`config.mk`:
```
export PLATFORM = sky130hd
export DESIGN_NAME = video_timing_gen
export DESIGN_NICKNAME = d
export VERILOG_FILES = /design/src/rtl/video_timing_gen.sv
export SDC_FILE = /design/constraint.sdc
export NUM_CORES = 1
export LEC_CHECK = 0
export ABC_AREA = 1
export CAP_MARGIN = 20
export CORE_MARGIN = 2
export CORE_UTILIZATION = 48
export CTS_CLUSTER_DIAMETER = 100
export CTS_CLUSTER_SIZE = 24
export DETAILED_ROUTE_END_ITERATION = 8
export PLACE_DENSITY = 0.84
export SLEW_MARGIN = 10
export SYNTH_ARGS = -nofsm -noshare
export SYNTH_HDL_FRONTEND = slang
export SYNTH_SLANG_ARGS = --single-unit
```
`constraint.sdc`:
```
create_clock -name clk -period 6.5 [get_ports clk]
set_input_delay 1.3 -clock clk [delete_from_list [all_inputs] [get_ports clk]]
set_output_delay 1.3 -clock clk [all_outputs]
set_load 0.02 [all_outputs]
```
`src/rtl/video_timing_gen.sv`:
```
// video_timing_gen: parametrised raster timing generator with a pixel-rate
// prescaler, programmable porches/sync polarity, and aligned pixel coordinates.
//
// Ports:
//   clk          system clock, rising edge
//   reset_n      asynchronous active-low reset
//   enable       1 = timing runs, 0 = freeze counters and level outputs
//   restart      synchronous pulse, jump to (0,0) on the next clk
//   pix_en       high in each clk cycle where hpos/vpos just advanced
//   hpos, vpos   current pixel column / line
//   hsync, vsync sync outputs, at H_POL/V_POL level while active
//   display_on   inside the visible area
//   line_start   one-clk pulse on entry to hpos==0
//   frame_start  one-clk pulse on entry to (0,0)
//   frame_count  frames started since reset, wraps
module video_timing_gen #(
    parameter int H_DISPLAY = 640,
    parameter int H_FRONT   = 16,
    parameter int H_SYNC    = 96,
    parameter int H_BACK    = 48,
    parameter int V_DISPLAY = 480,
    parameter int V_FRONT   = 10,
    parameter int V_SYNC    = 2,
    parameter int V_BACK    = 33,
    parameter int H_POL     = 0,
    parameter int V_POL     = 0,
    parameter int CLK_DIV   = 1,
    parameter int POS_W     = 10,
    parameter int FC_W      = 8
) (
    input  logic             clk,
    input  logic             reset_n,
    input  logic             enable,
    input  logic             restart,
    output logic             pix_en,
    output logic [POS_W-1:0] hpos,
    output logic [POS_W-1:0] vpos,
    output logic             hsync,
    output logic             vsync,
    output logic             display_on,
    output logic             line_start,
    output logic             frame_start,
    output logic [FC_W-1:0]  frame_count
);

    localparam int H_TOTAL = H_DISPLAY + H_FRONT + H_SYNC + H_BACK;
    localparam int V_TOTAL = V_DISPLAY + V_FRONT + V_SYNC + V_BACK;
    localparam int PRE_W   = (CLK_DIV > 1) ? $clog2(CLK_DIV) : 1;

    if (H_FRONT < 1 || H_SYNC < 1 || H_BACK < 1 ||
        V_FRONT < 1 || V_SYNC < 1 || V_BACK < 1) begin : g_bad_porch
        $error("video_timing_gen: porch and sync widths must be >= 1");
    end

    if (CLK_DIV < 1) begin : g_bad_div
        $error("video_timing_gen: CLK_DIV must be >= 1");
    end

    if (POS_W < 1 || POS_W > 31 ||
        longint'(H_TOTAL) > (longint'(1) << POS_W) ||
        longint'(V_TOTAL) > (longint'(1) << POS_W)) begin : g_bad_posw
        $error("video_timing_gen: POS_W too narrow for H_TOTAL/V_TOTAL");
    end

    localparam logic [PRE_W-1:0] PRE_LAST = PRE_W'(CLK_DIV - 1);
    localparam logic [POS_W-1:0] H_LAST   = POS_W'(H_TOTAL - 1);
    localparam logic [POS_W-1:0] V_LAST   = POS_W'(V_TOTAL - 1);
    localparam logic [POS_W-1:0] H_DISP   = POS_W'(H_DISPLAY);
    localparam logic [POS_W-1:0] V_DISP   = POS_W'(V_DISPLAY);
    localparam logic [POS_W-1:0] HS_BEG   = POS_W'(H_DISPLAY + H_FRONT);
    localparam logic [POS_W-1:0] HS_END   = POS_W'(H_DISPLAY + H_FRONT + H_SYNC - 1);
    localparam logic [POS_W-1:0] VS_BEG   = POS_W'(V_DISPLAY + V_FRONT);
    localparam logic [POS_W-1:0] VS_END   = POS_W'(V_DISPLAY + V_FRONT + V_SYNC - 1);
    localparam logic             H_LVL    = (H_POL != 0);
    localparam logic             V_LVL    = (V_POL != 0);

    logic [PRE_W-1:0] pre;
    logic [PRE_W-1:0] pre_nxt;
    logic [POS_W-1:0] h_nxt;
    logic [POS_W-1:0] v_nxt;
    logic             tick;
    logic             step;
    logic             hs_act;
    logic             vs_act;
    logic             vis_nxt;
    logic             line_entry;
    logic             frame_entry;
    // Suppresses the frame_count increment on the first (0,0) entry
    logic             started;

    always_comb begin
        tick    = enable && (pre == PRE_LAST);
        step    = restart || tick;
        pre_nxt = pre;
        h_nxt   = hpos;
        v_nxt   = vpos;
        if (restart) begin
            pre_nxt = '0;
            h_nxt   = '0;
            v_nxt   = '0;
        end else if (tick) begin
            pre_nxt = '0;
            if (hpos == H_LAST) begin
                h_nxt = '0;
                v_nxt = (vpos == V_LAST) ? '0 : vpos + POS_W'(1);
            end else begin
                h_nxt = hpos + POS_W'(1);
            end
        end else if (enable) begin
            pre_nxt = pre + PRE_W'(1);
        end
    end

    // Decode from next-state counters so registered outputs line up with hpos/vpos
    always_comb begin
        hs_act      = (h_nxt >= HS_BEG) && (h_nxt <= HS_END);
        vs_act      = (v_nxt >= VS_BEG) && (v_nxt <= VS_END);
        vis_nxt     = (h_nxt < H_DISP) && (v_nxt < V_DISP);
        line_entry  = step && (h_nxt == '0);
        frame_entry = line_entry && (v_nxt == '0);
    end

    always_ff @(posedge clk or negedge reset_n) begin
        if (!reset_n) begin
            pre         <= '0;
            hpos        <= H_LAST;
            vpos        <= V_LAST;
            hsync       <= ~H_LVL;
            vsync       <= ~V_LVL;
            display_on  <= 1'b0;
            pix_en      <= 1'b0;
            line_start  <= 1'b0;
            frame_start <= 1'b0;
            frame_count <= '0;
            started     <= 1'b0;
        end else begin
            pre         <= pre_nxt;
            hpos        <= h_nxt;
            vpos        <= v_nxt;
            hsync       <= hs_act ? H_LVL : ~H_LVL;
            vsync       <= vs_act ? V_LVL : ~V_LVL;
            display_on  <= vis_nxt;
            pix_en      <= step;
            line_start  <= line_entry;
            frame_start <= frame_entry;
            if (frame_entry) begin
                started <= 1'b1;
                if (started) begin
                    frame_count <= frame_count + FC_W'(1);
                end
            end
        end
    end

endmodule

```
==> flow_metrics.py <==
metrics = {
    "run_status": {
        "outcome": "finished clean",
    },
    "clocking": {
        "h-tree-depth": 2,
        "clk_pin_slew_worst_paths_ns": 0.07,
        "cts-buffers-inserted": 5,
        "ctsHoldBuffers": 0,
        "clock_sinks": 36,
        "clockBufferDepth": 2,
        "cts_tree": "done",
        "cts_root_buffer": "clkbuf_8",
        "post_cts.repair.setup_buffers": 0,
        "insertion_delay_ns": 0.30,
        "cts_resized": 0,
    },
    "routing": {
        "wl_per_cell_um": 12.4,
        "antenna_left": 0,
        "drt_pass1_iterations": 5,
        "drc": 0,
        "routed_wl_um": 5580,
        "via_per_inst": 5.14,
        "via_count": 2306,
        "drt_iter0_markers": 203,
    },
    "timing": {
        "rsz0062_at_grt": "false",
        "clock_skew_ns": 0.0113,
        "setup_viol": 0,
        "drv_slew": 0,
        "period_minus_slack_ns": 3.32,
        "relSlewSlack_pct": 69.2,
        "fmax_mhz": 302,
        "holdWs_ns": 0.532,
        "fin_crit_sh_pct": 51.0,
        "hold_viol_final": 0,
        "tightest_slew_ns": 0.460,
        "tns_ns": 0,
    },
    "floorplan": {
        "die_area_sq_um": 5480,
        "coreArea_sq_um": 4720,
        "die_y_um": 74.1,
        "fp-row-count": 25,
        "die_w_um": 74.1,
        "start_util_pct": 49.9,
        "pin_count": 38,
    },
    "grt": {
        "grt_util_met3_pct": 5.42,
        "grtUsageTotal_pct": 23.0,
        "grt_pass1_vias": 2153,
        "grt_max_degree": 37,
        "grt_use_met2_pct": 35.5,
        "grt_pass1_wl_um": 9670,
        "antenna_found_initial": 0,
        "grt-ovfl-total": 0,
        "grt.met1_usage_pct": 31.5,
        "busiest_layer": "met2",
    },
    "power_and_ir_drop": {
        "peakVddDrop_mv": 0.188,
        "powerDensity_nw_per_um2": 199,
        "power_leakage_nw": 1.54,
    },
    "critical_path": {
        "max_stage_delay_ns": 0.54,
        "path_cells": "clkdlybuf4s50_1 > nand2_1 > nor2_2 > nand4_1 > nand3_1 > nand3_1 > nor2_1 > nand3_2 > nor2_8 > nand3_4 > nand2_1 > nand2_1",
        "critPathLaunchType": "primary input",
        "setup.worst_path.class": "in -> reg",
        "cp_data_arrival_time_ns": 3.50,
        "cp_common_cell": "nand2_1",
        "path_max_fanout": 10,
        "cpMaxStageDelayCell": "clkdlybuf4s50_1",
        "required_ns": 6.69,
        "worst_setup_path_end_kind": "flop",
    },
    "job": {
        "cap_violations": 0,
    },
    "placed_design": {
        "gp_congestion": 0.855,
        "dp_hpwl_um": 4230,
        "io_buffers": 37,
    },
    "layout": {
        "regArea_sq_um": 916,
        "area_delta_synth_final_pct": 23.8,
        "finalNetCount": 389,
        "fill_cells": 417,
        "n_antenna_cell": 0,
        "final_layout_size_suffix_gt1_share_pct": 13.6,
        "multi_input_area_sq_um": 1180,
    },
    "logic_synthesis": {
        "syn_inst": 338,
        "ys_warn_count": 0,
        "synthTopCellsByArea": "dfrtp_1 25%, nand2_1 18%, dfstp_2 13%, inv_1 9.1%, nand3_1 6.8%",
        "ys_ff_latch": 36,
        "syn-mean-instance-area_sq_um": 6.97,
        "syn-num-nets": 346,
        "synth_top_cell_by_area": "dfrtp_1",
        "synthesis.area_sq_um": 2360,
        "synth.yosys.seq_area_share_pct": 38.9,
        "synth_top_area_share_pct": 25.5,
        "synth_cell_type_count": 31,
    },
    "worst_hold_path": {
        "worstHoldPathType": "reg -> reg",
    },
}
-- power breakdown --
group          switching [W]  internal [W]
logic              0.0000683     0.0000527
clock network      0.0000848      0.000114
registers          0.0000187      0.000242
-- worst max-delay path: cells and delay by family --
family | cells | cell delay (ns)
simple gates | 11 | 1.65
buf+inv | 1 | 0.54
-- layout by cell type (no fill, tap or decap), drive strengths merged, types with 3 or more instances in the layout --
cell type,n
ha,4
xnor2,3
nand2,117
a21oi,3
inv,65
nor3,3
nand4,12
xor2,5
clkinv,3
dfrtp,24
clkbuf,6
nor2,38
nand3,38
dfstp,12
clkdlybuf4s50,37
o21ai,5
-- logic make-up after synthesis --
| logic type | share of synthesized area, % |
|---|---|
| adder cells (fa/ha/maj) | 2.12 |
| XOR/XNOR | 2.97 |
| flip-flops | 38.9 |
| AO/OA/AOI/OAI | 2.55 |
| AND/OR/NAND/NOR | 42.4 |
| buffers and inverters | 11.0 |
-- synth_stat cells --
cell / instances
nand2_1: 113
inv_1: 57
nand3_1: 32
nor2_1: 26
dfrtp_1: 24
dfstp_2: 12
nand4_1: 12
inv_2: 8
nor2_2: 8
nand3_2: 5
xor2_1: 5
ha_1: 4
nand2_2: 4
a21oi_1: 3
nor2_4: 3
xnor2_1: 3
clkinv_1: 2
nor3_1: 2
o21ai_0: 2
o21ai_1: 2
a21boi_1: 1
clkbuf_1: 1
clkbuf_2: 1
nand3_4: 1
nand3b_1: 1
nor2_8: 1
nor3_4: 1
nor4_1: 1
o2111ai_1: 1
o21ai_2: 1
or2_1: 1
-- layer usage --
metal | wire length, um | share of wire, %
met1 | 2460 | 44
met2 | 2580 | 46
met3 | 458 | 8.2
met4 | 80 | 1.4
met5 | 0 | 0
-- final cells by class --
type / count / share of cell area [%]
Sequential cell: 36 / 31.4
Tap cell: 67 / 2.87
Clock buffer: 6 / 2.49
Multi-Input combinational cell: 233 / 40.5
Timing Repair Buffer: 38 / 13.0
Inverter: 67 / 8.62
Clock inverter: 2 / 1.20
-- registers in the layout (all words and copies together) (netlist names) --
name,cells
display_on,1
vsync,1
frame_start,1
started,1
line_start,1
frame_count,8
vpos,10
hpos,10
pre,1
pix_en,1
hsync,1
-- final timing paths --
check | to | slack [ns] | startpoint | cells past startpoint
min in group asynchronous | frame_count[0] | 1.41 | reset_n | 2
max in group asynchronous | hpos[4] | 4.75 | reset_n | 2
setup reg to reg | frame_count[1] | 4.01 | hpos[0] | 14
hold / removal | frame_count[3] | 0.53 | frame_count[3] | 2
hold reg to reg | frame_count[3] | 0.53 | frame_count[3] | 2
setup / recovery | frame_count[1] | 3.18 | enable | 12
-- metrics by stage --
stage	cell area (sq um)	std cells	utilization, %	total power [W]	worst slack, ns
3_3_place_gp	2810	441	59.5	0.000381	2.92
6_report	2920	449	61.7	0.000580	3.18
4_1_cts	2920	449	61.7	0.000585	3.19
5_1_grt	2920	449	61.7	0.000609	2.95
2_1_floorplan	2360	338	-	0.000331	3.83
3_5_place_dp	2810	441	59.5	0.000385	2.90
Power figures use the tool's default switching activity.
